File: src/rtl/gen_rst_seq.sv
// gen_rst_seq -- power-on reset sequencer.
//
// Holds every downstream reset for HOLD_CYCLES after the board reset
// releases. It then releases CH_NUM reset channels one at a time, STAGE_GAP
// cycles apart. Once running, any channel can be pulsed back into reset for
// CH_HOLD cycles. soft_rst_all restarts the whole sequence.
//
// Build option: define GEN_RST_SEQ_STAGED_EN for staged release. Without it,
// all channels release together at the end of the hold interval.
//
// Ports:
//   clk          system clock
//   rst_i        synchronous active-low reset
//   soft_rst_all restart the full sequence (dominates soft_rst_ch)
//   soft_rst_ch  per-channel soft reset request, honoured only in RUN
//   rst_o        active-high channel resets (registered)
//   rst_done     all channels released, none in soft reset (registered)
//   busy         sequencer in HOLD or STAGE (registered)

// Per-channel soft-reset timer. act_nxt is the channel's reset state after
// the coming edge, so the top level can register rst_o/rst_done from it.
module gen_rst_seq_ch #(
  parameter int CNT_W   = 24,
  parameter int CH_HOLD = 20
) (
  input  logic clk,
  input  logic rst_i,
  input  logic clr,
  input  logic req,
  output logic act_nxt
);
  logic [CNT_W-1:0] cnt, cnt_nxt;

  // A request (re)loads the full pulse length; the channel is active while
  // the count is non-zero, so the pulse is exactly CH_HOLD edges long.
  always_comb begin
    cnt_nxt = cnt;
    if (clr)              cnt_nxt = '0;
    else if (req)         cnt_nxt = CNT_W'(CH_HOLD);
    else if (cnt != '0)   cnt_nxt = cnt - 1'b1;
  end

  assign act_nxt = (cnt_nxt != '0);

  always_ff @(posedge clk) begin
    if (!rst_i) cnt <= '0;
    else        cnt <= cnt_nxt;
  end
endmodule

module gen_rst_seq #(
  parameter string SIMULATION  = "FALSE",
  parameter int    CH_NUM      = 4,
  parameter int    HOLD_CYCLES = (SIMULATION == "FALSE") ? 300000 : 100,
  parameter int    STAGE_GAP   = (SIMULATION == "FALSE") ? 1000 : 10,
  parameter int    CH_HOLD     = (SIMULATION == "FALSE") ? 3000 : 20,
  parameter int    CNT_W       = 24
) (
  input  logic              clk,
  input  logic              rst_i,
  input  logic              soft_rst_all,
  input  logic [CH_NUM-1:0] soft_rst_ch,
  output logic [CH_NUM-1:0] rst_o,
  output logic              rst_done,
  output logic              busy
);
  localparam int MAX_CNT = (HOLD_CYCLES > STAGE_GAP)
                         ? ((HOLD_CYCLES > CH_HOLD) ? HOLD_CYCLES : CH_HOLD)
                         : ((STAGE_GAP > CH_HOLD) ? STAGE_GAP : CH_HOLD);

  if (CH_NUM < 1 || CH_NUM > 16 || HOLD_CYCLES < 1 || STAGE_GAP < 1 ||
      CH_HOLD < 1 || (CNT_W < 32 && (MAX_CNT >> CNT_W) != 0)) begin : g_bad_cfg
    $error("gen_rst_seq: illegal parameter set");
  end

`ifdef GEN_RST_SEQ_STAGED_EN
  localparam int IDX_W = (CH_NUM > 1) ? $clog2(CH_NUM) : 1;
  typedef enum logic [1:0] {HOLD, STAGE, RUN} state_t;
  logic [IDX_W-1:0] idx, idx_nxt;
`else
  typedef enum logic [1:0] {HOLD, RUN} state_t;
`endif

  state_t            state, state_nxt;
  logic [CNT_W-1:0]  cnt, cnt_nxt;
  logic [CH_NUM-1:0] ch_act_nxt;
  logic [CH_NUM-1:0] rst_o_nxt;
  logic              rst_done_nxt;
  logic              busy_nxt;

  for (genvar i = 0; i < CH_NUM; i++) begin : g_ch
    gen_rst_seq_ch #(.CNT_W(CNT_W), .CH_HOLD(CH_HOLD)) u_ch (
      .clk     (clk),
      .rst_i   (rst_i),
      .clr     (soft_rst_all),
      .req     (soft_rst_ch[i] && state == RUN),
      .act_nxt (ch_act_nxt[i])
    );
  end

  always_comb begin
    state_nxt = state;
    cnt_nxt   = cnt;
`ifdef GEN_RST_SEQ_STAGED_EN
    idx_nxt   = idx;
`endif
    case (state)
      HOLD: begin
        if (cnt == CNT_W'(HOLD_CYCLES - 1)) begin
          cnt_nxt = '0;
`ifdef GEN_RST_SEQ_STAGED_EN
          idx_nxt   = '0;
          state_nxt = (CH_NUM == 1) ? RUN : STAGE;
`else
          state_nxt = RUN;
`endif
        end else begin
          cnt_nxt = cnt + 1'b1;
        end
      end
`ifdef GEN_RST_SEQ_STAGED_EN
      STAGE: begin
        if (cnt == CNT_W'(STAGE_GAP - 1)) begin
          cnt_nxt = '0;
          idx_nxt = idx + IDX_W'(1);
          // Releasing the last channel ends the sequence.
          if (int'(idx) == CH_NUM - 2) state_nxt = RUN;
        end else begin
          cnt_nxt = cnt + 1'b1;
        end
      end
`endif
      default: ;
    endcase

    if (soft_rst_all) begin
      state_nxt = HOLD;
      cnt_nxt   = '0;
`ifdef GEN_RST_SEQ_STAGED_EN
      idx_nxt   = '0;
`endif
    end

    // During STAGE, idx is the highest channel already released.
    for (int i = 0; i < CH_NUM; i++) begin
      rst_o_nxt[i] = ch_act_nxt[i] || state_nxt == HOLD;
`ifdef GEN_RST_SEQ_STAGED_EN
      if (state_nxt == STAGE && i > int'(idx_nxt)) rst_o_nxt[i] = 1'b1;
`endif
    end

    rst_done_nxt = (state_nxt == RUN) && !(|ch_act_nxt);
    busy_nxt     = (state_nxt != RUN);
  end

  always_ff @(posedge clk) begin
    if (!rst_i) begin
      state    <= HOLD;
      cnt      <= '0;
`ifdef GEN_RST_SEQ_STAGED_EN
      idx      <= '0;
`endif
      rst_o    <= '1;
      rst_done <= 1'b0;
      busy     <= 1'b1;
    end else begin
      state    <= state_nxt;
      cnt      <= cnt_nxt;
`ifdef GEN_RST_SEQ_STAGED_EN
      idx      <= idx_nxt;
`endif
      rst_o    <= rst_o_nxt;
      rst_done <= rst_done_nxt;
      busy     <= busy_nxt;
    end
  end
endmodule

File: config.mk
export PLATFORM = sky130hd
export DESIGN_NAME = gen_rst_seq
export DESIGN_NICKNAME = d
export VERILOG_FILES = /design/src/rtl/gen_rst_seq.sv
export SDC_FILE = /design/constraint.sdc
export NUM_CORES = 1
export LEC_CHECK = 0
export CAP_MARGIN = 20
export CORE_ASPECT_RATIO = 1.5
export CORE_MARGIN = 4
export CORE_UTILIZATION = 55
export CTS_BUF_LIST = sky130_fd_sc_hd__clkbuf_4
export CTS_CLUSTER_SIZE = 40
export DETAILED_ROUTE_END_ITERATION = 8
export PLACE_DENSITY_LB_ADDON = 0.1
export SETUP_SLACK_MARGIN = 0.05
export SKIP_LAST_GASP = 1
export SYNTH_ARGS = -nofsm -noshare
export SYNTH_HDL_FRONTEND = slang
export SYNTH_SLANG_ARGS = --single-unit
export TNS_END_PERCENT = 50
File: constraint.sdc
create_clock -name clk -period 3.3 [get_ports clk]
set_clock_uncertainty 0.05 [all_clocks]
set_input_delay 0.66 -clock clk [delete_from_list [all_inputs] [get_ports clk]]
set_output_delay 0.66 -clock clk [all_outputs]
set_load 0.05 [all_outputs]
# Yosys cells after proc, flatten, opt, wreduce, memory -nomap -nowiden
# Cells that the tools add are included.
# op_classes
add_sub_neg	5
bitwise_logic	1
n_eq_ne	4
n_reduce_logical	22
muxes	16
# ops
operator	n
two-way mux 24 bit	13
nonzero test 24 bit	8
subtractor 24 x 1 -> 24 bit (second input constant)	4
adder 24 x 1 -> 24 bit (second input constant)	1
== test 24 x 19 -> 1 bit (second input constant)	1
two-way mux 2 bit	3
logical AND 1 bit	5
== test 2 x 1 -> 1 bit (second input constant)	2
zero test 2 bit	2
logical OR 1 bit	4
OR reduction 4 bit	1
!= test 2 x 1 -> 1 bit (second input constant)	1
OR reduction 2 bit	1
zero test 1 bit	1
inverter 1 bit	1
# word_totals
output_inout_bits	6
elab_cells	57
regBits	128

# Depth between registers and ports, before layout
# logic_depth
ltp_word	8
depth_mapped	11
ltp_nobuf	10

# Cells and area by module
# A second synthesis with hierarchy kept.
# unflattened
hier_cells	852
hier_area_um2	7175.6
# modules_own_cells
module	cells_per_inst	area_per_inst_um2	seq_area_each_um2	n_inst
gen_rst_seq_ch (g_ch[2].u_ch ...)	172	1422.6	480.5	2
gen_rst_seq_ch (g_ch[0].u_ch ...)	166	1401.3	480.5	2
gen_rst_seq	176	1527.7	640.6	1

# Least setup slack after synthesis
# No wires, ideal clock.
# synth_timing
kind	register to register
startpoint	reg g_ch[3].u_ch.cnt[0]
endpoint	reg rst_done
path_stages_with_launch	11
arrival_time_ps	2645
setup_slack_ps	517
setup_time_ps	87
path_cell_list	dfxtp_1 > inv_1 > ha_1 > or3b_2 > or4_4 > and4_4 > nor4_1 > nand4_1 > a211oi_2 > nand3b_1 > nor4b_2
# synth_via
elab_chain_cells	8
word_cells_on_any_way	9
classes_between	add/sub: 1; mux: 3; reduce/logical: 5
# synth_rtl
item	line	text
from (decl)	32	logic [CNT_W-1:0] cnt, cnt_nxt;
from (signal assigned)	47	else cnt <= cnt_nxt;
subtractor 24 x 1 -> 24 bit or nonzero test 24 bit (tied branches)	40	else if (cnt != '0) cnt_nxt = cnt - 1'b1;
two-way mux 24 bit *	40	
two-way mux 24 bit *	39	else if (req) cnt_nxt = CNT_W'(CH_HOLD);
two-way mux 24 bit *	38	if (clr) cnt_nxt = '0;
nonzero test 24 bit *	43	assign act_nxt = (cnt_nxt != '0);
OR reduction 4 bit *	152	rst_done_nxt = (state_nxt == RUN) && !(|ch_act_nxt);
zero test 1 bit *	152	
logical AND 1 bit *	152	
to (signal assigned)	173	rst_done <= rst_done_nxt;
to (decl)	64	output logic rst_done,
# Mark *: on every way between the ends. The rest lies on a longest branch, timed or not.
# A chain may end at the register's enable or synchronous reset.

# Final worst setup path
# layout_timing
startpoint	reg g_ch[3].u_ch.cnt[15]
endpoint	reg rst_done
# Same word-level chain as after synthesis.

==> results.toml <==
[clocking]
ctsResizeCount = 0
clock-sinks = 128
clk_latency_ps = 520
cts_root_buf = "clkbuf_4"
post-cts-setup-buffers = 0
cts_tree = "yes"
cts_hold_buf = 0
clk_pin_slew_ps = 100
cts_buffer_depth = 2
cts_made_buffers = 17
h-tree-depth = 4

[timing]
maxSlewViolCount = 0
finalSetupViolations = 0
fin_crit_ps = 3110
post-route-period-util_pct = 94.2
hold_viol = 0
grt_setup_unrepaired = "no"
maxSlewHeadroom_pct = 58.9
worst_pin_slew_ps = 615
clock.fmax_ghz = 0.322
tns_ps = 0

[global_route]
grt_remaining_overflow = 0
grt_max_degree = 35
grt_pass1_wl_um = 26100
antenna_found_initial = 0
grt_pass1_vias = 5630
grtUsageTotal_pct = 22.7

[placement]
io_buffers = 12
dp_hpwl_um = 11500
place_congestion = 0.936
placed_area_mm2 = 0.00696

[worst_setup_path]
required_ps = 3680
path_delay_family = "simple AND/OR/NAND/NOR gates"
worstRegToRegCells = 8
r2r_setup_slack_ps = 190
cp.arrival_ps = 3490
cp_max_fo = 5
path_cells = "or4_4, or3_1, o31a_1, nor4_1, nand4_1, a211oi_2, nand3b_1, nor4b_2"
cp_num_buf_inv = 0
path_class = "flip-flop to flip-flop"
cp-start-kind = "flip-flop"
r2r_end = "rst_done"
worstReg2RegStart = "g_ch[3].u_ch.cnt[15]"
cp_slowest_cell = "or4_4"
cp-end-kind = "flip-flop"
cpPeakStageDelay_ps = 570
startpoint = "g_ch[3].u_ch.cnt[15]"

[floorplan]
fp-row-count = 48
die_width_um = 97.6
dieArea_mm2 = 0.0139
ios = 13
fp.dieH_um = 142
core_mm2 = 0.0117
start_util_pct = 56.9

[cells_and_area]
drive_gt1_share_pct = 9.69
num_antenna_cells = 0
design_area_mm2 = 0.00722
final_nets = 835
fillers = 1066
area_growth_pct = 8.99
layout_common_cells = "nor2_1, dfxtp_1, nand2_1"

[detailed_routing]
wirelength_um = 15400
routedWlPerCell_um = 15.8
drcViolationCount = 0
drtIter0Drc = 226
vias = 5849
ant_nets = 0
drtPass1Iterations = 5
viasPerCell = 5.99

[synthesis]
synth_seq_cells = 128
ys_seq_area_share_pct = 38.7
synth_cells = 793
synth_ff_type = "dfxtp_1"
ys_types = 68
synth_area_mm2 = 0.00663
synthArstFlopShare_pct = 0
syn_avg_cell_area_um2 = 8.35
syn_nets = 809
synth_edf_count = 0
yosysWarningCount = 0

[worst_hold_path]
holdCritPathClass = "flip-flop to flip-flop"
hold_start = "state[0]"
hold_path_depth = 2
whs_endpoint = "state[0]"

[status]
outcome = "finished clean"

[run]
drv_cap = 0
[tightest hold or removal path, delay by kind of cell, from the launching register on]
| family | cells | cell delay [ps] |
|---|---|---|
| flip-flops | 1 | 330 |
| buffers and inverters | 1 | 50 |
| AO/OA/AOI/OAI | 1 | 70 |
[routing by layer]
metal / global-route usage [%] / wire [um]
met5: 0 / 0
met4: 8.02 / 405
met3: 4.61 / 543
met2: 42.0 / 8030
met1: 25.7 / 6440
[flip-flops by register name, summed over array words and instances (netlist names)]
name and flops:
g_ch.u_ch.cnt 96, cnt 24, rst_o 4, state 2, busy 1, rst_done 1
[synth_stat cells, drive strengths merged (5+ instances only)]
cell,instances,area share (%)
nand4,13,1.2
nand3b,8,0.91
a21boi,5,0.57
or2,5,0.47
and2,11,1.0
dfxtp,128,39
a211oi,12,1.4
buf,8,0.77
xor2,43,5.7
and4,5,0.70
and3,20,1.9
nand2b,7,0.66
nor4,32,4.1
xnor2,38,5.0
or4,18,2.2
a21oi,48,3.6
o21ai,13,1.0
o31a,6,0.79
nor2,130,7.4
nor2b,5,0.47
nand4b,5,0.66
ha,9,1.7
clkbuf,15,0.85
nor3,33,2.5
nand3,30,2.3
inv,17,0.96
or3,18,1.7
nand2,53,3.0
nor4b,8,1.2
a31oi,8,0.76
[cells by family (layout without fill, tap and decap cells)]
kind of cell	Yosys count	after routing	share of synthesized area, %
buf+inv	40	73	2.59
fa+ha+maj	9	9	1.70
flops	128	128	38.7
mux	1	1	0.151
compound gates	124	124	12.6
simple gates	410	410	33.6
xor+xnor	81	81	10.7
[worst max-delay path by stage]
stage / to / slack [ps] / cells after the start
final: rst_done / 190 / 8
after global routing: rst_done / 50 / 10
after CTS: rst_done / 110 / 10
after detailed placement: rst_done / 130 / 10
after global placement: rst_done / 200 / 10
after floorplan: rst_done / 520 / 10
[area by class of cell]
class	instances	area (um2)	area share (%)
Tap cell	150	188	2.60
Timing Repair Buffer	30	255	3.53
Inverter	17	63.8	0.884
Sequential cell	128	2560	35.5
Clock buffer	21	158	2.18
Multi-Input combinational cell	625	3970	55.0
Clock inverter	5	21.3	0.295
[per-stage QoR]
| stage | std cells | util [%] | worst slack, ps | hold slack (ps) |
|---|---|---|---|---|
| finish | 976 | 62.0 | 193 | 438 |
| global route | 976 | 62.0 | 49.6 | 481 |
| CTS | 976 | 61.3 | 107 | 437 |
| detailed placement | 950 | 59.7 | 131 | 424 |
| global placement | 950 | 59.7 | 195 | 408 |
| floorplan | 793 | - | 517 | 391 |
Power is left out: the tool's default activity adds up to more than one toggle a clock period on the data nets, which glitch-free logic cannot reach.
==> edit 1 (config.mk and constraints unchanged) <==
Set the parameter `CH_NUM` to 2 (it was 4).
--- a/src/rtl/gen_rst_seq.sv
+++ b/src/rtl/gen_rst_seq.sv
@@ -50,7 +50,7 @@
 
 module gen_rst_seq #(
   parameter string SIMULATION  = "FALSE",
-  parameter int    CH_NUM      = 4,
+  parameter int    CH_NUM      = 2,
   parameter int    HOLD_CYCLES = (SIMULATION == "FALSE") ? 300000 : 100,
   parameter int    STAGE_GAP   = (SIMULATION == "FALSE") ? 1000 : 10,
   parameter int    CH_HOLD     = (SIMULATION == "FALSE") ? 3000 : 20,
Ports: changed (resized rst_o and soft_rst_ch); port bits go from 13 to 9. No check against the original RTL was run, so the function may have changed too.
==> edit 1 against the unedited design <==
Critical path depth is the same; routed wire length shrank 41%; sequential cell count shrank 50; area after synthesis shrank 41%; critical path type unchanged; setup slack lost 0.051 ns; cell area shrank 41%.
==> edit 1: results <==
{
  "status": "finished, final reports clean",
  "drt_iter0_drc": 269,
  "num_vias": 3462,
  "grt_usage_pct": 22.6,
  "dp_cells": 565,
  "std_cell_rows": 37,
  "first_global_vias": 3362,
  "layout.nets": 508,
  "max_stage_delay_ns": 0.75,
  "routed_wl_mm": 9.10,
  "dr.pass1.iters": 6,
  "avgSynthCellArea_um2": 8.21,
  "synth.top_cells.by_count": "dfxtp_1, nor2_1, a21oi_1, nand2_1, xor2_1",
  "ys_seq_area_share_pct": 39.7,
  "hpwl_mm": 6.77,
  "syn_nets": 489,
  "pre_cts_ws_ns": 0.0474,
  "critPathMaxFanout": 6,
  "critPathSlowestCell": "or4_2",
  "htreeDepth": 3,
  "clkTransAtPathRegs_ns": 0.12,
  "slew-limit-headroom_pct": 54.0,
  "grt_max_degree": 23,
  "drive_above_1_share_pct": 9.56,
  "instances_no_fill": 580,
  "synth_area_leaders": "dfxtp_1, nor2_1, xor2_1, xnor2_1, a21oi_1",
  "ys.flop_type": "dfxtp_1",
  "grt_pass1_wl_mm": 15.6,
  "io_buffers": 8,
  "reg_top3": "g_ch.u_ch.cnt: 48 flops, cnt: 24 flops",
  "clk_latency_ns": 0.43
}
## edit 1: area by class of cell
class	instances	area (µm²)
multi-input cells	376	2290
well taps	78	97.6
clock inverters	5	27.5
clock buffers	10	75.1
inverters	9	33.8
flip-flops and latches	78	1560
repair buffers	24	200
fillers	626	2610
## edit 1: through the flow
| step | setup TNS, ns | area (µm²) |
|---|---|---|
| after global placement | 0 | 4160 |
| after CTS | 0 | 4260 |
| after global routing | -0.0117 | 4280 |
| final | 0 | 4280 |
| after detailed placement | 0 | 4160 |
| after floorplan | 0 | 3930 |
## edit 1: what timing repair did
item                       4_1_cts  5_1_grt
pin swaps                        0        0
setup endpoints to repair        2        3
resized for setup                1        7
hold buffers                     0        0
## edit 1: power breakdown
group          switching [mW]  internal, mW
sequential              0.185          1.12
clock                   0.321         0.155
combinational            1.88          1.40
## edit 1: worst max-delay path: cells and delay by family, from the launching register on
family / cells / cell delay, ns
flip-flops: 1 / 0.35
AND/OR/NAND/NOR: 6 / 2.25
AO/OA/AOI/OAI: 2 / 0.46
## edit 1: logic make-up after synthesis
kind of cell / count (synthesis) / synth area share, %
compound gates: 68 / 10.2
xor+xnor: 55 / 12.2
fa+ha+maj: 5 / 1.59
buf+inv: 25 / 2.83
flops: 78 / 39.7
mux: 2 / 0.573
simple gates: 246 / 32.9
## edit 1: path summary, 6_finish.rpt
| kind | start | endpoint | slack, ns | depth (start not counted) |
|---|---|---|---|---|
| worst min register to register | cnt[23] | cnt[23] | 0.45 | 2 |
| worst max register to register | g_ch[1].u_ch.cnt[13] | rst_done | 0.14 | 8 |
| worst min-delay path | cnt[23] | cnt[23] | 0.45 | 2 |
| worst max-delay path | g_ch[1].u_ch.cnt[13] | rst_done | 0.14 | 8 |
## edit 1: layer usage
metal	track usage [%]	share of wire, %	vias to the layer above
li1	-	-	1745
met1	25.1	41	1623
met3	4.85	3.3	21
met4	10.2	2.8	0
met2	40.8	52	73
met5	0	0	-
==> edit 2 (config.mk and constraints unchanged) <==
Without the edit above. The output `rst_done` loses its register stage (`rst_done` becomes a continuous assignment). Comments in the files are not updated.
--- a/src/rtl/gen_rst_seq.sv
+++ b/src/rtl/gen_rst_seq.sv
@@ -161,7 +161,6 @@
       idx      <= '0;
 `endif
       rst_o    <= '1;
-      rst_done <= 1'b0;
       busy     <= 1'b1;
     end else begin
       state    <= state_nxt;
@@ -170,9 +169,10 @@
       idx      <= idx_nxt;
 `endif
       rst_o    <= rst_o_nxt;
-      rst_done <= rst_done_nxt;
       busy     <= busy_nxt;
     end
   end
+
+  assign rst_done = rst_done_nxt;
 endmodule
 
Function: same outputs for any inputs over 10 cycles, from zero or initial values and one cycle with rst_i low; that may be too few to reach the edited logic, so the function may still have changed.
==> edit 2 against the unedited design <==
The run now ends with setup timing left; sequential cell count down 1; area after synthesis up 1.7%; sequential share of layout area down 7.8 points; synthesized cell count up 4.2%; core utilization up 15 points; cell count up 26%; routed wire length up 25%; setup slack worse by 1.1 ns; cell area up 28%; non-clock buffer count up 216.
Power is not shown: default switching activity piles up to over one toggle a cycle in this logic, so the estimate is an artifact.
==> edit 2: results <==
{
  "grt_usage_pct": 27.8,
  "critPathMaxFanout": 6,
  "wl_per_cell_um": 15.7,
  "critPathLaunchType": "flop",
  "startpoint": "g_ch[3].u_ch.cnt[0]",
  "layout.nets": 1078,
  "fin_setup_tns_ns": -0.883,
  "setup-violations-final": 1,
  "rrSetupSlack_ns": 0.53,
  "pre_cts_ws_ns": -0.391,
  "dpl_cell_area_mm2": 0.00868,
  "r2r-start": "g_ch[3].u_ch.cnt[0]",
  "violations": "setup timing",
  "clockRootBuffer": "clkbuf_4",
  "min_path_type": "reg2reg",
  "routed_wl_mm": 19.3,
  "hpwl_mm": 14.3,
  "synth.top_cells.by_count": "nor2_1, dfxtp_1, nand2_1, xor2_1, a21oi_1",
  "final_core_util_pct": 76.7,
  "max_stage_delay_ns": 0.38,
  "avgSynthCellArea_um2": 8.16,
  "hold_end": "cnt[1]",
  "drt_iter0_drc": 332,
  "grt_pass1_wl_mm": 32.3,
  "antenna_found_initial": 1,
  "ys.flop_type": "dfxtp_1",
  "synth_cell_types": 72,
  "hp-start": "cnt[1]",
  "status": "finished with violations",
  "synth_area_leaders": "dfxtp_1, nor2_1, xor2_1, xnor2_1, nand2_1",
  "place.gp.congestion": 0.990,
  "r2r_cells": 14,
  "layout_setup_ws_ns": -0.883,
  "fillers": 925,
  "hold-worst-slack_ns": 0.435,
  "viasPerCell": 5.75,
  "clk_latency_ns": 0.54,
  "syn_nets": 842,
  "synth-async-reset-ratio_pct": 0,
  "cts_made_buffers": 17,
  "worstMarginPinSlew_ns": 0.646,
  "r2r-end": "rst_o[3]",
  "htreeDepth": 4,
  "drive_above_1_share_pct": 29.9,
  "critPathSlowestCell": "o31ai_1",
  "first_global_vias": 7208,
  "reg_top3": "g_ch.u_ch.cnt: 96 flops, cnt: 24 flops, rst_o: 4 flops",
  "grt_max_degree": 23,
  "ys_seq_area_share_pct": 37.7,
  "hold_path_depth": 2
}
==> edit 2: changes by cell type after synthesis, moves of 7 or more <==
cell	unedited run	this run
and3_1	19	12
clkbuf_1	15	24
nor2_1	128	139
nand2_1	53	71
nand4_1	13	24
or4_1	15	7
==> edit 2: cell families after synthesis <==
group	Yosys count	share of synthesized area, %
multiplexers	4	0.594
AND/OR/NAND/NOR	431	33.8
AO/OA/AOI/OAI	121	12.2
XOR/XNOR	85	11.0
flip-flops	127	37.7
buffers and inverters	49	2.99
adder cells (fa/ha/maj)	9	1.67
==> edit 2: metal layers <==
metal  routed length, µm  up-vias  global-route usage (%)
li1                    -     3437                       -
met1                7500     3326                    30.6
met2               10100      212                    51.3
met3                 827       72                    4.86
met4                 847        0                    13.5
met5                   0        -                       0
==> edit 2: timing repair <==
item / in CTS / in global routing
endpoints found under the hold margin: 0 / 0
hold buffers: 0 / 0
pin swaps: 9 / 9
gates cloned: 0 / 0
setup buffers: 6 / 5
gates resized for setup: 22 / 18
setup endpoints to repair: 1 / 1
==> edit 2: worst max-delay path by stage <==
stage	to	cells after the start	slack, ns
finish	rst_done	15	-0.88
global route	rst_done	15	-1.08
CTS	rst_done	10	-0.88
detailed placement	rst_done	11	-0.39
global placement	rst_done	10	-0.32
floorplan	rst_done	11	-0.35
==> edit 2: final cells by class <==
cell class	instances	share of cell area, %
sequential	127	27.7
antenna	1	0.0272
timing repair buffer	246	20.7
clock inverter	10	1.34
inverter	20	0.815
tap	153	2.08
clock buffer	18	1.47
multi-input combinational	650	46.0
